<file path="src/rtl/prog_loader.sv">
// prog_loader: boot-time loader that turns a byte stream into instruction
// memory writes and holds the CPU in reset until the image is in place.
//
// Stream: COUNT_HI, COUNT_LO (word count N, big-endian), then 4*N bytes,
// each word MSB first. Words go to consecutive word addresses from 0.
//
// Optional feature macro: LOADER_CHECKSUM_EN
//   defined   -> one trailing byte, XOR of every preceding byte (header
//                included), is checked in a CHECK state before DONE.
//   undefined -> the final data write goes straight to DONE.
//
// Ports:
//   clk, rst     clock and synchronous active-high reset
//   byte_valid   stream byte present this cycle
//   byte_data    stream byte
//   byte_ready   loader accepts a byte this cycle (registered)
//   imem_we      one-cycle instruction memory write strobe (registered)
//   imem_addr    word address of the write (registered)
//   imem_wdata   word being written (registered)
//   cpu_rst      CPU reset, high until the load completes
//   load_done    sticky, image loaded
//   load_err     sticky, image rejected
module prog_loader #(
  parameter int unsigned ADDR_W = 16,
  parameter int unsigned DEPTH  = 1024
) (
  input  logic              clk,
  input  logic              rst,
  input  logic              byte_valid,
  input  logic [7:0]        byte_data,
  output logic              byte_ready,
  output logic              imem_we,
  output logic [ADDR_W-1:0] imem_addr,
  output logic [31:0]       imem_wdata,
  output logic              cpu_rst,
  output logic              load_done,
  output logic              load_err
);

  // One extra bit so that N == DEPTH == 2^ADDR_W is representable.
  localparam int unsigned CNT_W = ADDR_W + 1;

  typedef enum logic [2:0] {
    HDR_HI,
    HDR_LO,
    DATA,
    CHECK,
    DONE,
    ERROR
  } state_t;

`ifdef LOADER_CHECKSUM_EN
  localparam state_t AFTER_LOAD = CHECK;
`else
  localparam state_t AFTER_LOAD = DONE;
`endif

  state_t            state, stateNext;
  logic [7:0]        countHi, countHiNext;
  logic [15:0]       wordCount, wordCountNext;
  logic [CNT_W-1:0]  wcnt, wcntNext;
  logic [1:0]        byteCnt, byteCntNext;
  logic [23:0]       asmReg, asmNext;
  logic              readyNext, weNext;
  logic [ADDR_W-1:0] addrNext;
  logic [31:0]       wdataNext;
  logic              accept_c;
  logic [15:0]       hdrCount_c;
`ifdef LOADER_CHECKSUM_EN
  logic [7:0]        chkAcc, chkAccNext;
`endif

  assign accept_c   = byte_valid & byte_ready;
  assign hdrCount_c = {countHi, byte_data};

  // Next-state, datapath and registered-output next values.
  always_comb begin
    stateNext     = state;
    countHiNext   = countHi;
    wordCountNext = wordCount;
    wcntNext      = wcnt;
    byteCntNext   = byteCnt;
    asmNext       = asmReg;
    weNext        = 1'b0;
    addrNext      = imem_addr;
    wdataNext     = imem_wdata;
`ifdef LOADER_CHECKSUM_EN
    chkAccNext    = accept_c ? (chkAcc ^ byte_data) : chkAcc;
`endif

    unique case (state)
      HDR_HI: begin
        if (accept_c) begin
          countHiNext = byte_data;
          stateNext   = HDR_LO;
        end
      end
      HDR_LO: begin
        if (accept_c) begin
          wordCountNext = hdrCount_c;
          if (hdrCount_c == 16'd0)
            stateNext = AFTER_LOAD;
          else if (32'(hdrCount_c) > DEPTH)
            stateNext = ERROR;
          else
            stateNext = DATA;
        end
      end
      DATA: begin
        if (accept_c) begin
          asmNext     = {asmReg[15:0], byte_data};
          byteCntNext = byteCnt + 2'd1;
          if (byteCnt == 2'd3) begin
            weNext    = 1'b1;
            addrNext  = wcnt[ADDR_W-1:0];
            wdataNext = {asmReg, byte_data};
            wcntNext  = wcnt + CNT_W'(1);
            // Final write and leaving DATA share the same edge.
            if (32'(wcnt) + 32'd1 == 32'(wordCount))
              stateNext = AFTER_LOAD;
          end
        end
      end
`ifdef LOADER_CHECKSUM_EN
      CHECK: begin
        // chkAcc holds the XOR of every byte before the checksum byte.
        if (accept_c)
          stateNext = (byte_data == chkAcc) ? DONE : ERROR;
      end
`endif
      default: begin
        stateNext = state;
      end
    endcase

    readyNext = (stateNext == HDR_HI) || (stateNext == HDR_LO) ||
                (stateNext == DATA)   || (stateNext == CHECK);
  end

  // State, datapath and output registers.
  always_ff @(posedge clk) begin
    if (rst) begin
      state      <= HDR_HI;
      countHi    <= 8'd0;
      wordCount  <= 16'd0;
      wcnt       <= '0;
      byteCnt    <= 2'd0;
      asmReg     <= 24'd0;
      byte_ready <= 1'b0;
      imem_we    <= 1'b0;
      imem_addr  <= '0;
      imem_wdata <= 32'd0;
      cpu_rst    <= 1'b1;
      load_done  <= 1'b0;
      load_err   <= 1'b0;
`ifdef LOADER_CHECKSUM_EN
      chkAcc     <= 8'd0;
`endif
    end else begin
      state      <= stateNext;
      countHi    <= countHiNext;
      wordCount  <= wordCountNext;
      wcnt       <= wcntNext;
      byteCnt    <= byteCntNext;
      asmReg     <= asmNext;
      byte_ready <= readyNext;
      imem_we    <= weNext;
      imem_addr  <= addrNext;
      imem_wdata <= wdataNext;
      cpu_rst    <= (stateNext != DONE);
      load_done  <= (stateNext == DONE);
      load_err   <= (stateNext == ERROR);
`ifdef LOADER_CHECKSUM_EN
      chkAcc     <= chkAccNext;
`endif
    end
  end

endmodule

</file>
<file path="config.mk">
export PLATFORM = sky130hd
export DESIGN_NAME = prog_loader
export DESIGN_NICKNAME = d
export VERILOG_FILES = /design/src/rtl/prog_loader.sv
export SDC_FILE = /design/constraint.sdc
export NUM_CORES = 1
export LEC_CHECK = 0
export ABC_AREA = 1
export BUFFER_PORTS_ARGS = -buffer_cell sky130_fd_sc_hd__clkbuf_2
export CORE_MARGIN = 1
export CORE_UTILIZATION = 35
export CTS_BUF_LIST = sky130_fd_sc_hd__clkbuf_2 sky130_fd_sc_hd__clkbuf_4 sky130_fd_sc_hd__clkbuf_8
export CTS_CLUSTER_SIZE = 28
export DETAILED_ROUTE_END_ITERATION = 7
export GPL_ROUTABILITY_DRIVEN = 0
export MAX_ROUTING_LAYER = met4
export PLACE_DENSITY = 0.5
export SLEW_MARGIN = 20
export SYNTH_ARGS = -nofsm -noshare
export SYNTH_HDL_FRONTEND = slang
export SYNTH_SLANG_ARGS = --single-unit
</file>
<file path="constraint.sdc">
create_clock -name clk -period 2.7 [get_ports clk]
set_input_delay 0.405 -clock clk [delete_from_list [all_inputs] [get_ports clk]]
set_output_delay 0.405 -clock clk [all_outputs]
set_load 0.01 [all_outputs]
</file>
==> results of run 1 <==
[area by class of cell]
class | instances | share of cell area
flip-flops and latches | 123 | 0.3962
clock inverters | 10 | 0.02658
inverters | 90 | 0.05436
clock buffers | 21 | 0.04550
multi-input cells | 492 | 0.3755
repair buffers | 73 | 0.06483
well taps | 184 | 0.03704
[sequential cells by signal, indices dropped and copies added, names as in the netlist]
register    count
state           3
countHi         8
wordCount      16
imem_addr      16
imem_wdata     32
byteCnt         2
asmReg         24
load_done       1
wcnt           17
load_err        1
imem_we         1
cpu_rst         1
byte_ready      1
[worst reg2reg max path: stages (launching register included)]
cell	delay (ps)
dfxtp_1	410
ha_1	240
nand2_1	140
nor2_4	190
nand2_2	100
nand2_1	100
nand2_1	100
nand2_1	90
nand2_1	50
nor2_1	90
nand2_1	60
nor2_1	170
nand3_1	110
nand2_1	90
nand3_1	120
nor2_1	140
nand2_1	60
[report_power, final]
part	leakage, nW	internal, mW	switching [mW]
logic	1.64	0.0512	0.111
registers	0.993	1.84	0.0204
clock network	0.218	1.09	0.732
total	2.85	2.98	0.863
[kinds of logic after synthesis]
kind of cell,count (synthesis)
adders and majority gates,2
and+or+nand+nor,301
DFF,123
buffers and inverters,123
AOI/OAI and AO/OA,185
xor gates and xnor gates,4
[placed cells by master, fill, tap and decap left out, types with 9 or more instances in the layout]
cell	netlist	final
nor2_1	95	94
buf_4	0	9
clkbuf_8	0	20
a21oi_1	65	65
dfxtp_1	123	123
nand2_1	122	122
inv_1	86	85
clkbuf_2	0	63
o21ai_0	91	91
nand3_1	61	61
[through the flow]
step	setup slack (ps)	utilization
after global placement	427.1	0.3953
after CTS	366.2	0.4260
after detailed placement	390.7	0.3953
after floorplan	826.9	-
final	373.1	0.4260
after global routing	26.85	0.4260
[worst min-delay path by stage]
stage | cells past startpoint | startpoint | slack (ps) | endpoint
detailed placement | 2 | asmReg[6]$_SDFFE_PP0P_ | 460 | asmReg[6]$_SDFFE_PP0P_
finish | 3 | byte_data[6] | 320 | imem_wdata[6]$_SDFFE_PP0P_
global route | 3 | byte_data[6] | 300 | imem_wdata[6]$_SDFFE_PP0P_
floorplan | 2 | asmReg[0]$_SDFFE_PP0P_ | 440 | asmReg[0]$_SDFFE_PP0P_
global placement | 2 | byteCnt[0]$_SDFFE_PP0P_ | 450 | byteCnt[0]$_SDFFE_PP0P_
CTS | 3 | byte_data[4] | 290 | countHi[4]$_SDFFE_PP0P_
[per-layer routing]
metal	share of wire	global-route usage
met5	0	-
met2	0.46	0.3061
met1	0.47	0.2607
met4	0.015	0.06095
met3	0.056	0.05069
[Yosys cell counts, drive strengths merged]
cell	number	area [µm²]
nand4	5	31.28
nor2	102	405.4
buf	10	42.54
clkinv	1	3.750
a211oi	7	52.55
nor4	2	12.51
nor3	2	10.01
nand2	126	483.0
ha	2	25.02
o211ai	6	45.04
nand3b	1	7.510
xor3	1	23.77
a31oi	3	18.77
a22oi	7	52.55
inv	89	334.1
o21ai	97	485.5
nand3	62	315.3
dfxtp	123	2462
xor2	3	26.28
clkbuf	23	86.33
and2	1	6.260
a21oi	65	325.3
==> flow_metrics.env, run 1 <==
export IMPL_synthMuxAreaShare=0
export IMPL_path_clk_slew_ps=80
export IMPL_postPlaceCellArea_mm2=0.005767
export IMPL_cp_top_family="simple AND/OR/NAND/NOR gates"
export IMPL_r2r_start="wcnt[0]$_SDFFE_PP0P_"
export IMPL_drc=0
export IMPL_hp_class="input port to flop"
export IMPL_rsz0062_at_grt="no"
export IMPL_die_h_um=124.5
export IMPL_cts_resized_gates=0
export IMPL_cts_tree="built"
export IMPL_setup_viol=0
export IMPL_critical_path_max_stage_delay_ps=410
export IMPL_yosys_warnings=0
export IMPL_skew_ps=8.552
export IMPL_numCtsBuffers=17
export IMPL_fin_setup_tns_ps=0
export IMPL_ir_worst_vdd_uv=346.2
export IMPL_timing_fmax_mhz=429.7
export IMPL_path_class="flop to flop"
export IMPL_multi_input_area_mm2=0.002333
export IMPL_synth_area_mm2=0.005255
export IMPL_status="finished clean"
export IMPL_drv_cap=0
export IMPL_htree_levels=4
export IMPL_dr_pass1_iters=5
export IMPL_synthXorXnorAreaFrac=0.009524
export IMPL_wl_per_cell_um=14.42
export IMPL_finalHoldViolations=0
export IMPL_crit_buf_inv=0
export IMPL_grt_pass1_vias=4804
export IMPL_critPathMaxFanout=6
export IMPL_synth_top_family_by_area="simple AND/OR/NAND/NOR gates"
export IMPL_placement_io_buffers=63
export IMPL_startpoint="wcnt[0]$_SDFFE_PP0P_"
export IMPL_grt_total_usage=0.2008
export IMPL_slew_violations=0
export IMPL_r2r_slack_ps=370
export IMPL_clock_path_buffers=2
export IMPL_synth_compound_area_share=0.1864
export IMPL_synth_seq_area_share=0.4686
export IMPL_drive_gt1_frac=0.1496
export IMPL_initial_core_util=0.3602
export IMPL_post_cts_buffers=0
export IMPL_syn_inst=738
export IMPL_seqCellArea_mm2=0.002462
export IMPL_cts_root_buffer="clkbuf_8"
export IMPL_stdcell_count=993
export IMPL_dp_hpwl_mm=10.31
export IMPL_overflow=0
export IMPL_diodes=0
export IMPL_path_common_cell="nand2_1"
export IMPL_period_minus_slack_ps=2327
export IMPL_vias_per_cell=4.952
export IMPL_crit_arrival_ps=2650
export IMPL_grt_start_max_net_pins=56
export IMPL_r2r_cells=16
export IMPL_relSlewSlack=0.6565
export IMPL_ant_nets=0
export IMPL_grt_pass1_wl_mm=24.10
export IMPL_first_iter_violations=443
export IMPL_synth_fp_nets=751
export IMPL_fp_dieArea_mm2=0.01551
export IMPL_io_pins=64
export IMPL_synth_simple_area_share=0.2419
export IMPL_worst_setup_path_start_kind="flop"
export IMPL_crit_path_top_delay_cell="dfxtp_1"
export IMPL_synthAdderAreaFrac=0.004762
export IMPL_num_vias=4917
export IMPL_avgSynthCellArea_um2=7.121
export IMPL_drt_wl_total_mm=14.32
export IMPL_nets=810
export IMPL_crit_chain="ha_1 -> nand2_1 -> nor2_4 -> nand2_2 -> nand2_1 -> nand2_1 -> nand2_1 -> nand2_1 -> nor2_1 -> nand2_1 -> nor2_1 -> nand3_1 -> nand2_1 -> nand3_1 -> nor2_1 -> nand2_1"
export IMPL_endpoint="cpu_rst$_SDFF_PP1_"
export IMPL_synth_seq_cells=123
export IMPL_rr_endpoint="cpu_rst$_SDFF_PP1_"
export IMPL_tightest_slew_ps=515.2
export IMPL_cts_num_sinks=123
export IMPL_finalPower_mw=3.842
export IMPL_die_x_um=124.5
export IMPL_core_area_mm2=0.01459
export IMPL_worst_path_stages=16
export IMPL_antenna_found_initial=0
export IMPL_clk_latency_ps=430
export IMPL_holdWs_ps=319.6
export IMPL_leakage_nw=2.848
export IMPL_fillers=1540
export IMPL_fin_crit_sh=0.8618
export IMPL_postCtsHoldBufs=0
export IMPL_pwr_density_cell_mw_per_mm2=618.2
export IMPL_synth_cell_types=29
export IMPL_area_growth_pct=18.26
export IMPL_design_area_mm2=0.006215
export IMPL_required_ps=3030
export IMPL_fp_row_count=44
export IMPL_cp_end_kind="flop"
export IMPL_placed_cells=962
(Power assumes the default switching activity.)
==> run 2: changes to the inputs <==
--- a/config.mk
+++ b/config.mk
@@ -10,11 +10,10 @@
 export CORE_MARGIN = 1
 export CORE_UTILIZATION = 35
 export CTS_BUF_LIST = sky130_fd_sc_hd__clkbuf_2 sky130_fd_sc_hd__clkbuf_4 sky130_fd_sc_hd__clkbuf_8
-export CTS_CLUSTER_SIZE = 28
 export DETAILED_ROUTE_END_ITERATION = 7
 export GPL_ROUTABILITY_DRIVEN = 0
 export MAX_ROUTING_LAYER = met4
-export PLACE_DENSITY = 0.5
+export PLACE_DENSITY = 0.52
 export SLEW_MARGIN = 20
 export SYNTH_ARGS = -nofsm -noshare
 export SYNTH_HDL_FRONTEND = slang
==> constraint.sdc (replaced) <==
create_clock -name clk -period 2 [get_ports clk]
set_input_delay 0.3 -clock clk [delete_from_list [all_inputs] [get_ports clk]]
set_output_delay 0.3 -clock clk [all_outputs]
set_load 0.01 [all_outputs]
==> flow_metrics.env, run 2 (synthesized netlist as in run 1, its figures left out) <==
export IMPL_overflow=0
export IMPL_slew_violations=0
export IMPL_die_h_um=124.5
export IMPL_grt_pass1_vias=4700
export IMPL_path_clk_slew_ps=80
export IMPL_multi_input_area_mm2=0.002551
export IMPL_seqCellArea_mm2=0.002479
export IMPL_required_ps=2340
export IMPL_timing_fmax_mhz=482.6
export IMPL_regMostFlops="imem_wdata"
export IMPL_grt_start_max_net_pins=103
export IMPL_fp_row_count=44
export IMPL_diodes=0
export IMPL_switching_share=0.2386
export IMPL_largest_reg_flops=32
export IMPL_cts_root_buffer="clkbuf_8"
export IMPL_r2r_start="wcnt[0]$_SDFFE_PP0P_"
export IMPL_final_cell_mix="dfxtp_1 (114), nand2_1 (106), o21ai_0 (90)"
export IMPL_first_iter_violations=392
export IMPL_pwr_density_cell_mw_per_mm2=767.3
export IMPL_violations="setup timing"
export IMPL_power_share_clock=0.472
export IMPL_holdWs_ps=197.3
export IMPL_final_common_cell="dfxtp_1"
export IMPL_startpoint="wcnt[0]$_SDFFE_PP0P_"
export IMPL_cts_tree="built"
export IMPL_tightest_slew_ps=416.1
export IMPL_skew_ps=9.373
export IMPL_path_class="flop to flop"
export IMPL_grt_pass1_wl_mm=23.85
export IMPL_p_int_mw=3.958
export IMPL_cp_end_kind="flop"
export IMPL_dp_hpwl_mm=10.38
export IMPL_die_x_um=124.5
export IMPL_reg_top3="imem_wdata: 32 flops, asmReg: 24 flops, wcnt: 17 flops"
export IMPL_fp_dieArea_mm2=0.01551
export IMPL_drive_gt1_frac=0.2518
export IMPL_leakage_nw=3.109
export IMPL_rsz0062_at_grt="yes"
export IMPL_min_delay_start="byte_data[3]"
export IMPL_utilization=0.4643
export IMPL_drc=0
export IMPL_clock_path_buffers=2
export IMPL_area_growth_pct=28.90
export IMPL_period_minus_slack_ps=2072
export IMPL_initial_core_util=0.3602
export IMPL_finalHoldViolations=0
export IMPL_setup_viol=4
export IMPL_placement_io_buffers=63
export IMPL_drt_wl_total_mm=14.75
export IMPL_hp_class="input port to flop"
export IMPL_antenna_found_initial=0
export IMPL_pre_cts_slack_ps=-193.7
export IMPL_critPathMaxFanout=6
export IMPL_drv_cap=0
export IMPL_fin_crit_sh=1.036
export IMPL_ant_nets=0
export IMPL_wl_per_cell_um=14.27
export IMPL_htree_levels=4
export IMPL_numCtsBuffers=17
export IMPL_nets=850
export IMPL_crit_arrival_ps=2410
export IMPL_finalPower_mw=5.198
export IMPL_status="finished, violations left"
export IMPL_ir_worst_vdd_uv=396.5
export IMPL_dr_pass1_iters=5
export IMPL_io_pins=64
export IMPL_num_vias=5122
export IMPL_cts_num_sinks=123
export IMPL_p_switching_mw=1.240
export IMPL_clk_latency_ps=450
export IMPL_worst_setup_path_start_kind="flop"
export IMPL_core_area_mm2=0.01459
export IMPL_fillers=1452
export IMPL_power_frac_comb=0.045
export IMPL_setup_ws_ps=-72.05
export IMPL_grt_total_usage=0.1990
export IMPL_relSlewSlack=0.7223
export IMPL_seqPwrFrac=0.483
export IMPL_vias_per_cell=4.954
[run 2: cell types whose count changed in the layout (fill, tap and decap cells not counted), sizes merged]
cell,before,now
buf,10,50
clkinv,4,8
clkbuf,84,82
clkinvlp,3,1
inv,89,90
[run 2: worst max-delay path, cell delays in order, from the launching register on]
cell	delay, ps
dfxtp_4	370
ha_4	160
nand2_4	60
nor2_4	210
nand2_2	110
nand3_2	80
nand3_2	60
nor2_1	100
nand2_1	70
nor2_2	100
nand2_1	80
nor2_1	120
nand3_1	110
nand2_2	120
nand2_4	70
nor2_2	110
nand2_1	50
[run 2: power by group through the flow]
stage	clock, mW	combinational [mW]	sequential (mW)
floorplan	0	0.146	2.56
global placement	0	0.222	2.57
detailed placement	0	0.223	2.57
CTS	2.52	0.227	2.51
global route	2.63	0.265	2.52
finish	2.45	0.234	2.51
[run 2: what timing repair did]
| item | CTS | global route |
|---|---|---|
| pin swaps | 5 | 18 |
| gates resized for setup | 25 | 47 |
| endpoints found under the setup margin | 6 | 6 |
| cloned | 0 | 0 |
| setup buffers | 6 | 3 |
| hold buffers | 0 | 0 |
[run 2: final timing paths]
path | end | slack, ps | depth (start not counted)
setup / recovery | cpu_rst$_SDFF_PP1_ | -70 | 16
hold reg to reg | asmReg[2]$_SDFFE_PP0P_ | 480 | 2
setup reg to reg | cpu_rst$_SDFF_PP1_ | -70 | 16
hold / removal | wordCount[3]$_SDFFE_PP0P_ | 200 | 3
[run 2: cell type report]
| class | count | area share |
|---|---|---|
| clock inverter | 13 | 0.02863 |
| inverter | 90 | 0.05024 |
| clock buffer | 19 | 0.03676 |
| sequential | 123 | 0.3659 |
| timing repair buffer | 113 | 0.1079 |
| tap | 184 | 0.03399 |
| multi-input combinational | 492 | 0.3766 |
[run 2: layer usage]
metal,track usage,part of all wire,up-vias
li1,-,-,2617
met3,0.04381,0.045,34
met5,-,0,-
met4,0.07938,0.026,0
met2,0.3143,0.47,123
met1,0.2462,0.46,2348
[run 2: through the flow]
stage	cells	cell area (µm²)	TNS, ps
2_1_floorplan	738	5255	0
5_1_grt	1034	6774	-928.2
3_3_place_gp	993	6012	-571.1
4_1_cts	1031	6586	-118.7
3_5_place_dp	993	6012	-650.9
6_report	1034	6774	-170.3
